===== src/rtl/game_sprite_motion.sv =====
// game_sprite_motion: one sprite's bounding box, stepped per frame_tick, reflecting off screen edges.
// Define GAME_SPRITE_MOTION_WRAP_EN to make the edges wrap around instead of reflecting.
module game_sprite_motion #(
  parameter int X_WIDTH     = 10,
  parameter int Y_WIDTH     = 10,
  parameter int SCREEN_W    = 640,
  parameter int SCREEN_H    = 480,
  parameter int SPRITE_W    = 16,
  parameter int SPRITE_H    = 16,
  parameter int START_X     = 312,
  parameter int START_Y     = 232,
  parameter int SPEED_WIDTH = 4
) (
  input  logic                   clk,
  input  logic                   reset,
  input  logic                   frame_tick,
  input  logic                   launch,
  input  logic                   respawn,
  input  logic [SPEED_WIDTH-1:0] speed_x,
  input  logic [SPEED_WIDTH-1:0] speed_y,
  input  logic                   dir_x_neg,
  input  logic                   dir_y_neg,
  input  logic                   hit,
  output logic [X_WIDTH-1:0]     left,
  output logic [X_WIDTH-1:0]     right,
  output logic [Y_WIDTH-1:0]     top,
  output logic [Y_WIDTH-1:0]     bottom,
  output logic                   moving,
  output logic                   stopped
);
  localparam logic [X_WIDTH:0] MAX_X = (X_WIDTH+1)'(SCREEN_W - SPRITE_W);
  localparam logic [Y_WIDTH:0] MAX_Y = (Y_WIDTH+1)'(SCREEN_H - SPRITE_H);
  localparam logic [X_WIDTH:0] SPAN_X = MAX_X + 1'b1;
  localparam logic [Y_WIDTH:0] SPAN_Y = MAX_Y + 1'b1;
  typedef enum logic [1:0] {IDLE, MOVING, STOPPED} state_t;
  state_t state, state_n;
  logic [SPEED_WIDTH-1:0] spd_x, spd_y, spd_x_n, spd_y_n;
  logic neg_x, neg_y, neg_x_n, neg_y_n;
  logic [X_WIDTH-1:0] x_n, x_step;
  logic [Y_WIDTH-1:0] y_n, y_step;
  logic [X_WIDTH:0] x_sum, x_dif, sx;
  logic [Y_WIDTH:0] y_sum, y_dif, sy;
  logic over_x, over_y, flip_x, flip_y;
  always_comb begin
    sx = (X_WIDTH+1)'(spd_x);
    sy = (Y_WIDTH+1)'(spd_y);
    x_sum = {1'b0, left} + sx;
    x_dif = {1'b0, left} - sx;
    y_sum = {1'b0, top} + sy;
    y_dif = {1'b0, top} - sy;
    over_x = neg_x ? (sx > {1'b0, left}) : (x_sum > MAX_X);
    over_y = neg_y ? (sy > {1'b0, top}) : (y_sum > MAX_Y);
`ifdef GAME_SPRITE_MOTION_WRAP_EN
    x_step = over_x ? (neg_x ? X_WIDTH'(x_dif + SPAN_X) : X_WIDTH'(x_sum - SPAN_X))
                    : (neg_x ? x_dif[X_WIDTH-1:0] : x_sum[X_WIDTH-1:0]);
    y_step = over_y ? (neg_y ? Y_WIDTH'(y_dif + SPAN_Y) : Y_WIDTH'(y_sum - SPAN_Y))
                    : (neg_y ? y_dif[Y_WIDTH-1:0] : y_sum[Y_WIDTH-1:0]);
    flip_x = 1'b0;
    flip_y = 1'b0;
`else
    x_step = over_x ? (neg_x ? '0 : MAX_X[X_WIDTH-1:0])
                    : (neg_x ? x_dif[X_WIDTH-1:0] : x_sum[X_WIDTH-1:0]);
    y_step = over_y ? (neg_y ? '0 : MAX_Y[Y_WIDTH-1:0])
                    : (neg_y ? y_dif[Y_WIDTH-1:0] : y_sum[Y_WIDTH-1:0]);
    flip_x = over_x;
    flip_y = over_y;
`endif
  end
  always_comb begin
    state_n = state;
    x_n = left;
    y_n = top;
    spd_x_n = spd_x;
    spd_y_n = spd_y;
    neg_x_n = neg_x;
    neg_y_n = neg_y;
    if (respawn) begin
      x_n = X_WIDTH'(START_X);
      y_n = Y_WIDTH'(START_Y);
      if (state != IDLE) begin
        state_n = IDLE;
        spd_x_n = '0;
        spd_y_n = '0;
        neg_x_n = 1'b0;
        neg_y_n = 1'b0;
      end
    end else if (state == MOVING && hit) begin
      state_n = STOPPED;
    end else if (state == MOVING && frame_tick) begin
      x_n = x_step;
      y_n = y_step;
      neg_x_n = neg_x ^ flip_x;
      neg_y_n = neg_y ^ flip_y;
    end else if (state == IDLE && launch) begin
      state_n = MOVING;
      spd_x_n = speed_x;
      spd_y_n = speed_y;
      neg_x_n = dir_x_neg;
      neg_y_n = dir_y_neg;
    end
  end
  always_ff @(posedge clk) begin
    if (!reset) begin
      state <= IDLE;
      left <= X_WIDTH'(START_X);
      right <= X_WIDTH'(START_X + SPRITE_W - 1);
      top <= Y_WIDTH'(START_Y);
      bottom <= Y_WIDTH'(START_Y + SPRITE_H - 1);
      spd_x <= '0;
      spd_y <= '0;
      neg_x <= 1'b0;
      neg_y <= 1'b0;
      moving <= 1'b0;
      stopped <= 1'b0;
    end else begin
      state <= state_n;
      left <= x_n;
      right <= x_n + X_WIDTH'(SPRITE_W - 1);
      top <= y_n;
      bottom <= y_n + Y_WIDTH'(SPRITE_H - 1);
      spd_x <= spd_x_n;
      spd_y <= spd_y_n;
      neg_x <= neg_x_n;
      neg_y <= neg_y_n;
      moving <= state_n == MOVING;
      stopped <= state_n == STOPPED;
    end
  end
endmodule


===== config.mk =====
export PLATFORM = sky130hd
export DESIGN_NAME = game_sprite_motion
export DESIGN_NICKNAME = d
export VERILOG_FILES = /design/src/rtl/game_sprite_motion.sv
export SDC_FILE = /design/constraint.sdc
export NUM_CORES = 1
export LEC_CHECK = 0
export ABC_AREA = 0
export CAP_MARGIN = 5
export CORE_MARGIN = 5
export CORE_UTILIZATION = 30
export CTS_CLUSTER_SIZE = 24
export DETAILED_ROUTE_END_ITERATION = 10
export REMOVE_ABC_BUFFERS = 1
export SYNTH_ARGS = -nofsm -noshare
export SYNTH_HDL_FRONTEND = slang
export SYNTH_SLANG_ARGS = --single-unit

===== constraint.sdc =====
create_clock -name clk -period 6.4 [get_ports clk]
set_clock_uncertainty 0.15 [all_clocks]
set_input_delay 1.28 -clock clk [delete_from_list [all_inputs] [get_ports clk]]
set_output_delay 1.28 -clock clk [all_outputs]
set_load 0.005 [all_outputs]

==> report_table.html, run 1 <==
<table>
<tr><th>Metric</th><th>Value</th></tr>
<tr><th colspan="2">Status</th></tr>
<tr><td>Outcome</td><td>completed</td></tr>
<tr><th colspan="2">STA</th></tr>
<tr><td>Hold Vio Cnt, Final</td><td>0</td></tr>
<tr><td>Maximum operating frequency</td><td>220 MHz</td></tr>
<tr><td>Worst max-slew margin expressed relative to the limit</td><td>0.458</td></tr>
<tr><td>Setup repair after global routing missed its margin</td><td>false</td></tr>
<tr><td>Worst-case hold slack</td><td>388 ps</td></tr>
<tr><td>Post-Route Setup TNS</td><td>0 ps</td></tr>
<tr><td>Final worst path period need</td><td>4540 ps</td></tr>
<tr><td>Transition time of the tightest slew-check pin</td><td>804 ps</td></tr>
<tr><td>Number of max-slew violations in the final report</td><td>0</td></tr>
<tr><td>Tcrit/Tclk final</td><td>0.710</td></tr>
<tr><td>Final-report setup violation count</td><td>0</td></tr>
<tr><th colspan="2">Detailed routing</th></tr>
<tr><td>Final antenna-violating net count</td><td>0</td></tr>
<tr><td>Via/cell ratio</td><td>5.30</td></tr>
<tr><td>Post-route DRC</td><td>0</td></tr>
<tr><td>Number of DRC markers in iteration 0</td><td>273</td></tr>
<tr><td>WL final</td><td>11600 um</td></tr>
<tr><td>DRT Pass-1 Iters</td><td>5</td></tr>
<tr><td>Via count</td><td>3722</td></tr>
<tr><td>Average wire per standard cell</td><td>16.5 um</td></tr>
<tr><th colspan="2">Power and ir drop</th></tr>
<tr><td>Static leakage</td><td>0.00168 uW</td></tr>
<tr><td>Post-layout power</td><td>731 uW</td></tr>
<tr><td>Power Dens Cells</td><td>155 nW/um2</td></tr>
<tr><td>Peak supply drop</td><td>101 uV</td></tr>
<tr><th colspan="2">Die</th></tr>
<tr><td>IO Pins</td><td>58</td></tr>
<tr><td>Overall die height</td><td>124 um</td></tr>
<tr><td>Placeable Area</td><td>12700 um2</td></tr>
<tr><td>Placement Rows</td><td>41</td></tr>
<tr><td>DIE AREA</td><td>15500 um2</td></tr>
<tr><td>Starting utilization of the core area</td><td>0.309</td></tr>
<tr><td>Die span in x</td><td>124 um</td></tr>
<tr><th colspan="2">Setup path</th></tr>
<tr><td>Required @ worst endpoint</td><td>6440 ps</td></tr>
<tr><td>Crit path max-delay family</td><td>compound AO/OA/AOI/OAI gates</td></tr>
<tr><td>Critical Path Slowest Stage Cell</td><td>o31ai_1</td></tr>
<tr><td>Critical path capture point type</td><td>register</td></tr>
<tr><td>CP cell instances</td><td>ha_1, fa_1, nor2b_2, o31ai_1, mux2i_1, o221ai_1, a21oi_2, o21ai_2, nand2_1, a2bb2oi_1, nor2_1, inv_1, ha_1, inv_1, a311o_1, nor2b_1, mux2_2</td></tr>
<tr><td>Type of the worst setup path</td><td>reg2reg</td></tr>
<tr><td>Worst stage delay on the critical path</td><td>620 ps</td></tr>
<tr><td>Worst-case register-to-register setup slack</td><td>1860 ps</td></tr>
<tr><td>CP Max Fanout</td><td>8</td></tr>
<tr><td>Data arrival, critical path</td><td>4580 ps</td></tr>
<tr><td>Buffers &amp; Inverters on Critical Path</td><td>2</td></tr>
<tr><td>Kind of launch point of the worst setup path</td><td>register</td></tr>
<tr><th colspan="2">CTS</th></tr>
<tr><td>CTS Buffer Depth</td><td>2</td></tr>
<tr><td>Cts bufs inserted</td><td>5</td></tr>
<tr><td>Number of instances resized during post-cts repair</td><td>0</td></tr>
<tr><td>CTS Root Cell</td><td>clkbuf_16</td></tr>
<tr><td>Source-to-sink clock delay at the later pin of the worst-skew pair</td><td>300 ps</td></tr>
<tr><td>Hold_buf cts</td><td>0</td></tr>
<tr><td>H-tree level count</td><td>2</td></tr>
<tr><td>CTS tree</td><td>yes</td></tr>
<tr><td>Clock slew at reported path FFs</td><td>70 ps</td></tr>
<tr><td>Sinks on Clock Net</td><td>54</td></tr>
<tr><td>Number of setup buffers added after CTS</td><td>0</td></tr>
<tr><th colspan="2">Cells and area</th></tr>
<tr><td>Finished layout cell area</td><td>4730 um2</td></tr>
<tr><td>Nets</td><td>567</td></tr>
<tr><td>Number of diodes added for antenna fixing</td><td>0</td></tr>
<tr><td>Leading cell types in the layout, fill and taps excluded</td><td>clkdlybuf4s50_1 (57), dfxtp_1 (54), nor2_1 (53)</td></tr>
<tr><td>Area Growth Syn to Fin</td><td>20.4%</td></tr>
<tr><td>Fraction of layout cells with a size suffix above 1</td><td>0.0887</td></tr>
<tr><td>Most common library cell in the layout ignoring fill and taps</td><td>clkdlybuf4s50_1</td></tr>
<tr><th colspan="2">Global routing</th></tr>
<tr><td>Global-route wire length before repair</td><td>18900 um</td></tr>
<tr><td>Via count of the first global-routing pass</td><td>3537</td></tr>
<tr><td>Met2 routing resource usage after global routing</td><td>0.229</td></tr>
<tr><td>M3 GR Usage</td><td>0.0189</td></tr>
<tr><td>Largest net degree at the start of global routing</td><td>26</td></tr>
<tr><td>Most congested layer reported by global routing</td><td>met2</td></tr>
<tr><td>Overall fraction of global-route tracks in use</td><td>0.147</td></tr>
<tr><td>Met1 track demand over resource in global routing</td><td>0.213</td></tr>
<tr><td>Total overflow reported by the global router</td><td>0</td></tr>
<tr><td>Initial antenna violation count</td><td>0</td></tr>
<tr><th colspan="2">Yosys</th></tr>
<tr><td>Number of library cell types mapped by synthesis</td><td>82</td></tr>
<tr><td>Part of the Yosys area used for sequential elements</td><td>0.275</td></tr>
<tr><td>Average instance area after synthesis</td><td>8.02 um2</td></tr>
<tr><td>Top_reg_cell synth</td><td>dfxtp_1</td></tr>
<tr><td>Ys async rst share</td><td>0</td></tr>
<tr><td>Number of storage elements in the synthesis netlist</td><td>54</td></tr>
<tr><td>Count of flip-flops with a built-in enable after synthesis</td><td>0</td></tr>
<tr><td>Syn Std Cell Area</td><td>3930 um2</td></tr>
<tr><td>Yosys warning total</td><td>0</td></tr>
<tr><td>Number of standard cells after synthesis</td><td>490</td></tr>
<tr><th colspan="2">Flow run</th></tr>
<tr><td>Reported max-cap violation count</td><td>0</td></tr>
<tr><th colspan="2">Placed design</th></tr>
<tr><td>Detail Placement HPWL</td><td>8580 um</td></tr>
<tr><td>Global placement routability congestion</td><td>0.949</td></tr>
<tr><td>Placed instance area</td><td>4570 um2</td></tr>
<tr><td>Number of I/O port buffers</td><td>57</td></tr>
<tr><th colspan="2">Worst hold path</th></tr>
<tr><td>Min-Delay Path Class</td><td>reg2reg</td></tr>
</table>
tightest hold or removal path, cell delays in order (launching register included):
cell and delay [ps]:
dfxtp_1 360, a21oi_1 70, nor2_1 70
state kept, by name, summed over array words and instances, names as in the netlist:
register  cells
spd_x         4
bottom       10
neg_y         1
spd_y         4
stopped       1
state         2
left         10
top          10
moving        1
neg_x         1
right        10
cell usage after synthesis, drive strengths merged (3+ instances only):
master | n | area [um2]
xor2 | 5 | 43.8
nor2b | 9 | 58.8
o31a | 4 | 36.3
fa | 4 | 80.1
a311oi | 3 | 50.1
a31o | 4 | 35.0
nand2b | 7 | 46.3
or2 | 8 | 50.1
and2 | 6 | 38.8
mux2 | 5 | 56.3
a21oi | 32 | 168
nand4 | 4 | 25.0
or2b | 3 | 25.0
nor4 | 6 | 37.5
nor2 | 53 | 199
clkbuf | 19 | 92.6
a211o | 3 | 26.3
inv | 29 | 109
or3 | 10 | 65.1
o21ai | 22 | 114
a2111oi | 5 | 57.6
a31oi | 8 | 50.1
nand2 | 46 | 173
mux2i | 6 | 60.1
a2bb2oi | 3 | 26.3
o21a | 5 | 37.5
xnor2 | 10 | 87.6
and3 | 14 | 88.8
nor3 | 9 | 56.3
dfxtp | 54 | 1080
nor3b | 4 | 30.0
a32o | 3 | 30.0
ha | 18 | 225
nand3b | 5 | 37.5
a21o | 4 | 30.0
o31ai | 7 | 52.6
buf | 8 | 72.6
a211oi | 7 | 62.6
nand3 | 9 | 45.0
per-layer routing:
layer	up-vias	part of all wire
li1	1854	-
met1	1756	0.51
met2	103	0.44
met3	9	0.035
met4	0	0.013
met5	-	0
cell families (layout without fill, tap and decap cells):
kind of cell,after synthesis,after routing,synth area share
AO/OA/AOI/OAI,135,135,0.256
XOR/XNOR,15,15,0.0334
adder cells (fa/ha/maj),22,22,0.0777
buffers and inverters,56,96,0.0697
flip-flops,54,54,0.275
multiplexers,11,11,0.0296
AND/OR/NAND/NOR,197,197,0.259
final cells by class:
type                            count  area [um2]
Clock buffer                        6         129
Clock inverter                      2        37.5
Fill cell                        1371        7990
Inverter                           29         109
Multi-Input combinational cell    380        2570
Sequential cell                    54        1080
Tap cell                          172         215
Timing Repair Buffer               59         586
metrics by stage:
stage | worst slack, ps | util | cells
after floorplan | 2390 | - | 463
after detailed placement | 1760 | 0.359 | 694
final | 1860 | 0.372 | 702
after CTS | 1890 | 0.372 | 702
after global routing | 1540 | 0.372 | 702
after global placement | 1880 | 0.359 | 694
final timing paths:
check | startpoint | endpoint | cells past startpoint
worst min-delay path | spd_x[2] | spd_x[2] | 2
worst max-delay path | left[0] | right[8] | 17
worst min register to register | spd_x[2] | spd_x[2] | 2
worst max register to register | left[0] | right[8] | 17
power by group:
group | internal [uW] | total (uW) | leakage [uW] | switching, uW
clock network | 185 | 319 | 0.0000771 | 134
logic | 28.4 | 67.1 | 0.00116 | 38.7
registers | 339 | 345 | 0.000437 | 6.13
total | 553 | 731 | 0.00168 | 178
(Power assumes the default switching activity.)
==> inputs of run 2 (changes only) <==
Clock period 6.4 ns to 4.7 ns, I/O delays scaled along.
==> run 2 against run 1 <==
  * Clock-buffer cell count shrank 1
  * Utilization rose by 0.23 points
  * Combinational power is 46% higher
  * Worst setup slack worse by 1500 ps
  * Final area increased by 0.61%
  * Register-to-register slack worse by 1500 ps
  * Clock power up 19%
  * Routed wire length decreased by 0.90%
  * Worst hold slack got worse by 2.4 ps
  * Sequential power is 35% higher
  * Fmax is 5.1% higher
==> report_table.html, run 2 (synthesis results as in run 1) <==
<table>
<tr><th>Metric</th><th>Value</th></tr>
<tr><th colspan="2">Setup path</th></tr>
<tr><td>Crit path max-delay family</td><td>compound AO/OA/AOI/OAI gates</td></tr>
<tr><td>Worst stage delay on the critical path</td><td>420 ps</td></tr>
<tr><td>Data arrival, critical path</td><td>4360 ps</td></tr>
<tr><td>Critical Path Slowest Stage Cell</td><td>fa_1</td></tr>
<tr><td>Crit path top cell by count</td><td>ha_1</td></tr>
<tr><td>Required @ worst endpoint</td><td>4740 ps</td></tr>
<tr><td>Type of the worst setup path</td><td>reg2reg</td></tr>
<tr><td>Buffers &amp; Inverters on Critical Path</td><td>2</td></tr>
<tr><td>CP cell instances</td><td>ha_1, fa_1, nor2b_2, o31ai_1, buf_4, mux2i_1, o221ai_1, a21oi_2, o21ai_2, nand2_1, a2bb2oi_1, or2_2, ha_1, inv_1, a311o_1, nor2b_1, mux2_2</td></tr>
<tr><td>Critical path capture point type</td><td>register</td></tr>
<tr><td>CP Max Fanout</td><td>8</td></tr>
<tr><td>Kind of launch point of the worst setup path</td><td>register</td></tr>
<tr><th colspan="2">Global routing</th></tr>
<tr><td>Largest net degree at the start of global routing</td><td>22</td></tr>
<tr><td>Via count of the first global-routing pass</td><td>3599</td></tr>
<tr><td>Overall fraction of global-route tracks in use</td><td>0.144</td></tr>
<tr><td>Total overflow reported by the global router</td><td>0</td></tr>
<tr><td>Global-route wire length before repair</td><td>18800 um</td></tr>
<tr><td>Initial antenna violation count</td><td>0</td></tr>
<tr><th colspan="2">STA</th></tr>
<tr><td>Maximum operating frequency</td><td>231 MHz</td></tr>
<tr><td>Final-report setup violation count</td><td>0</td></tr>
<tr><td>Worst max-slew margin expressed relative to the limit</td><td>0.532</td></tr>
<tr><td>Post-Route Setup TNS</td><td>0 ps</td></tr>
<tr><td>Number of max-slew violations in the final report</td><td>0</td></tr>
<tr><td>Setup repair after global routing missed its margin</td><td>false</td></tr>
<tr><td>Setup slack after layout</td><td>379 ps</td></tr>
<tr><td>Transition time of the tightest slew-check pin</td><td>696 ps</td></tr>
<tr><td>Worst-case hold slack</td><td>386 ps</td></tr>
<tr><td>Final worst path period need</td><td>4320 ps</td></tr>
<tr><td>Hold Vio Cnt, Final</td><td>0</td></tr>
<tr><td>Tcrit/Tclk final</td><td>0.919</td></tr>
<tr><th colspan="2">Power and ir drop</th></tr>
<tr><td>Power Dens Cells</td><td>199 nW/um2</td></tr>
<tr><td>Share of power burned in the clock network</td><td>0.403</td></tr>
<tr><td>Switching power of the nets</td><td>244 uW</td></tr>
<tr><td>Power share of the combinational group</td><td>0.103</td></tr>
<tr><td>Cell Int Power</td><td>703 uW</td></tr>
<tr><td>Peak supply drop</td><td>116 uV</td></tr>
<tr><td>Static leakage</td><td>0.00170 uW</td></tr>
<tr><td>Sequential share of power</td><td>0.494</td></tr>
<tr><td>Switching portion of total power</td><td>0.257</td></tr>
<tr><th colspan="2">Cells and area</th></tr>
<tr><td>Multi-input gate area</td><td>2570 um2</td></tr>
<tr><td>Combined flip-flop and latch cell area</td><td>1080 um2</td></tr>
<tr><td>Finished layout cell area</td><td>4760 um2</td></tr>
<tr><td>Area Growth Syn to Fin</td><td>21.1%</td></tr>
<tr><td>Number of diodes added for antenna fixing</td><td>0</td></tr>
<tr><td>Final standard cell count with taps included and fillers excluded</td><td>708</td></tr>
<tr><td>Fill cells</td><td>1335</td></tr>
<tr><td>Leading cell types in the layout, fill and taps excluded</td><td>clkdlybuf4s50_1 (57), dfxtp_1 (54), nor2_1 (53)</td></tr>
<tr><td>Most common library cell in the layout ignoring fill and taps</td><td>clkdlybuf4s50_1</td></tr>
<tr><td>Fraction of layout cells with a size suffix above 1</td><td>0.101</td></tr>
<tr><td>Nets</td><td>574</td></tr>
<tr><th colspan="2">Die</th></tr>
<tr><td>Placeable Area</td><td>12700 um2</td></tr>
<tr><td>IO Pins</td><td>58</td></tr>
<tr><td>Overall die height</td><td>124 um</td></tr>
<tr><td>Starting utilization of the core area</td><td>0.309</td></tr>
<tr><td>Placement Rows</td><td>41</td></tr>
<tr><td>Die span in x</td><td>124 um</td></tr>
<tr><td>DIE AREA</td><td>15500 um2</td></tr>
<tr><th colspan="2">CTS</th></tr>
<tr><td>Number of setup buffers added after CTS</td><td>0</td></tr>
<tr><td>CTS tree</td><td>yes</td></tr>
<tr><td>Hold_buf cts</td><td>0</td></tr>
<tr><td>CTS Buffer Depth</td><td>2</td></tr>
<tr><td>Source-to-sink clock delay at the later pin of the worst-skew pair</td><td>290 ps</td></tr>
<tr><td>H-tree level count</td><td>2</td></tr>
<tr><td>Number of instances resized during post-cts repair</td><td>0</td></tr>
<tr><td>Cts bufs inserted</td><td>5</td></tr>
<tr><td>Clock slew at reported path FFs</td><td>70 ps</td></tr>
<tr><td>CTS Root Cell</td><td>clkbuf_16</td></tr>
<tr><td>Sinks on Clock Net</td><td>54</td></tr>
<tr><th colspan="2">Placed design</th></tr>
<tr><td>Setup slack after placement</td><td>447 ps</td></tr>
<tr><td>Placed instance area</td><td>4620 um2</td></tr>
<tr><td>Detail Placement HPWL</td><td>8660 um</td></tr>
<tr><td>Number of I/O port buffers</td><td>57</td></tr>
<tr><td>Dpl cells</td><td>701</td></tr>
<tr><td>Global placement routability congestion</td><td>0.927</td></tr>
<tr><th colspan="2">Detailed routing</th></tr>
<tr><td>DRT Pass-1 Iters</td><td>5</td></tr>
<tr><td>Final antenna-violating net count</td><td>0</td></tr>
<tr><td>Post-route DRC</td><td>0</td></tr>
<tr><td>WL final</td><td>11500 um</td></tr>
<tr><td>Via count</td><td>3739</td></tr>
<tr><td>Average wire per standard cell</td><td>16.2 um</td></tr>
<tr><td>Via/cell ratio</td><td>5.28</td></tr>
<tr><td>Number of DRC markers in iteration 0</td><td>392</td></tr>
<tr><th colspan="2">Worst hold path</th></tr>
<tr><td>Min-Delay Path Class</td><td>reg2reg</td></tr>
<tr><th colspan="2">Flow run</th></tr>
<tr><td>Reported max-cap violation count</td><td>0</td></tr>
<tr><th colspan="2">Status</th></tr>
<tr><td>Outcome</td><td>completed</td></tr>
</table>
-- run 2: changes by cell type in the layout (fill, tap and decap cells not counted) --
cell and change:
buf_4 +7, inv_6 +2, bufinv_16 -1, clkbuf_1 -1, clkinvlp_4 -1
-- run 2: final cells by class --
type	count	area share
well taps	172	0.0452
clock buffers	5	0.0263
inverters	29	0.0229
repair buffers	66	0.134
clock inverters	2	0.00368
flip-flops and latches	54	0.227
multi-input cells	380	0.541
-- run 2: layer usage --
metal,up-vias,GRT usage,share of wire
li1,1860,-,-
met1,1735,0.207,0.49
met2,131,0.216,0.44
met3,13,0.0232,0.051
met4,0,0.0496,0.022
met5,-,0,0
-- run 2: tightest hold or removal path, stage by stage (launching register included) --
cell and delay (ps):
dfxtp_1 360, a21oi_1 70, nor2_1 70
-- run 2: power groups by stage --
stage / Clock [uW] / Sequential (uW) / Combinational (uW)
2_1_floorplan: 0 / 478 / 51.6
3_3_place_gp: 0 / 478 / 95.6
3_5_place_dp: 0 / 478 / 96.0
4_1_cts: 390 / 467 / 96.8
5_1_grt: 401 / 468 / 106
6_report: 381 / 467 / 97.7
-- run 2: metrics by stage --
step	power, uW	util
after detailed placement	574	0.363
after global routing	976	0.374
after floorplan	530	-
after global placement	574	0.363
final	946	0.374
after CTS	954	0.374
-- run 2: path summary, 6_finish.rpt --
path / depth (start not counted) / end / startpoint / slack, ps
worst max register to register: 17 / right[8] / left[0] / 380
worst min register to register: 2 / spd_x[2] / spd_x[2] / 390
worst min-delay path: 2 / spd_x[2] / spd_x[2] / 390
worst max-delay path: 17 / right[8] / left[0] / 380
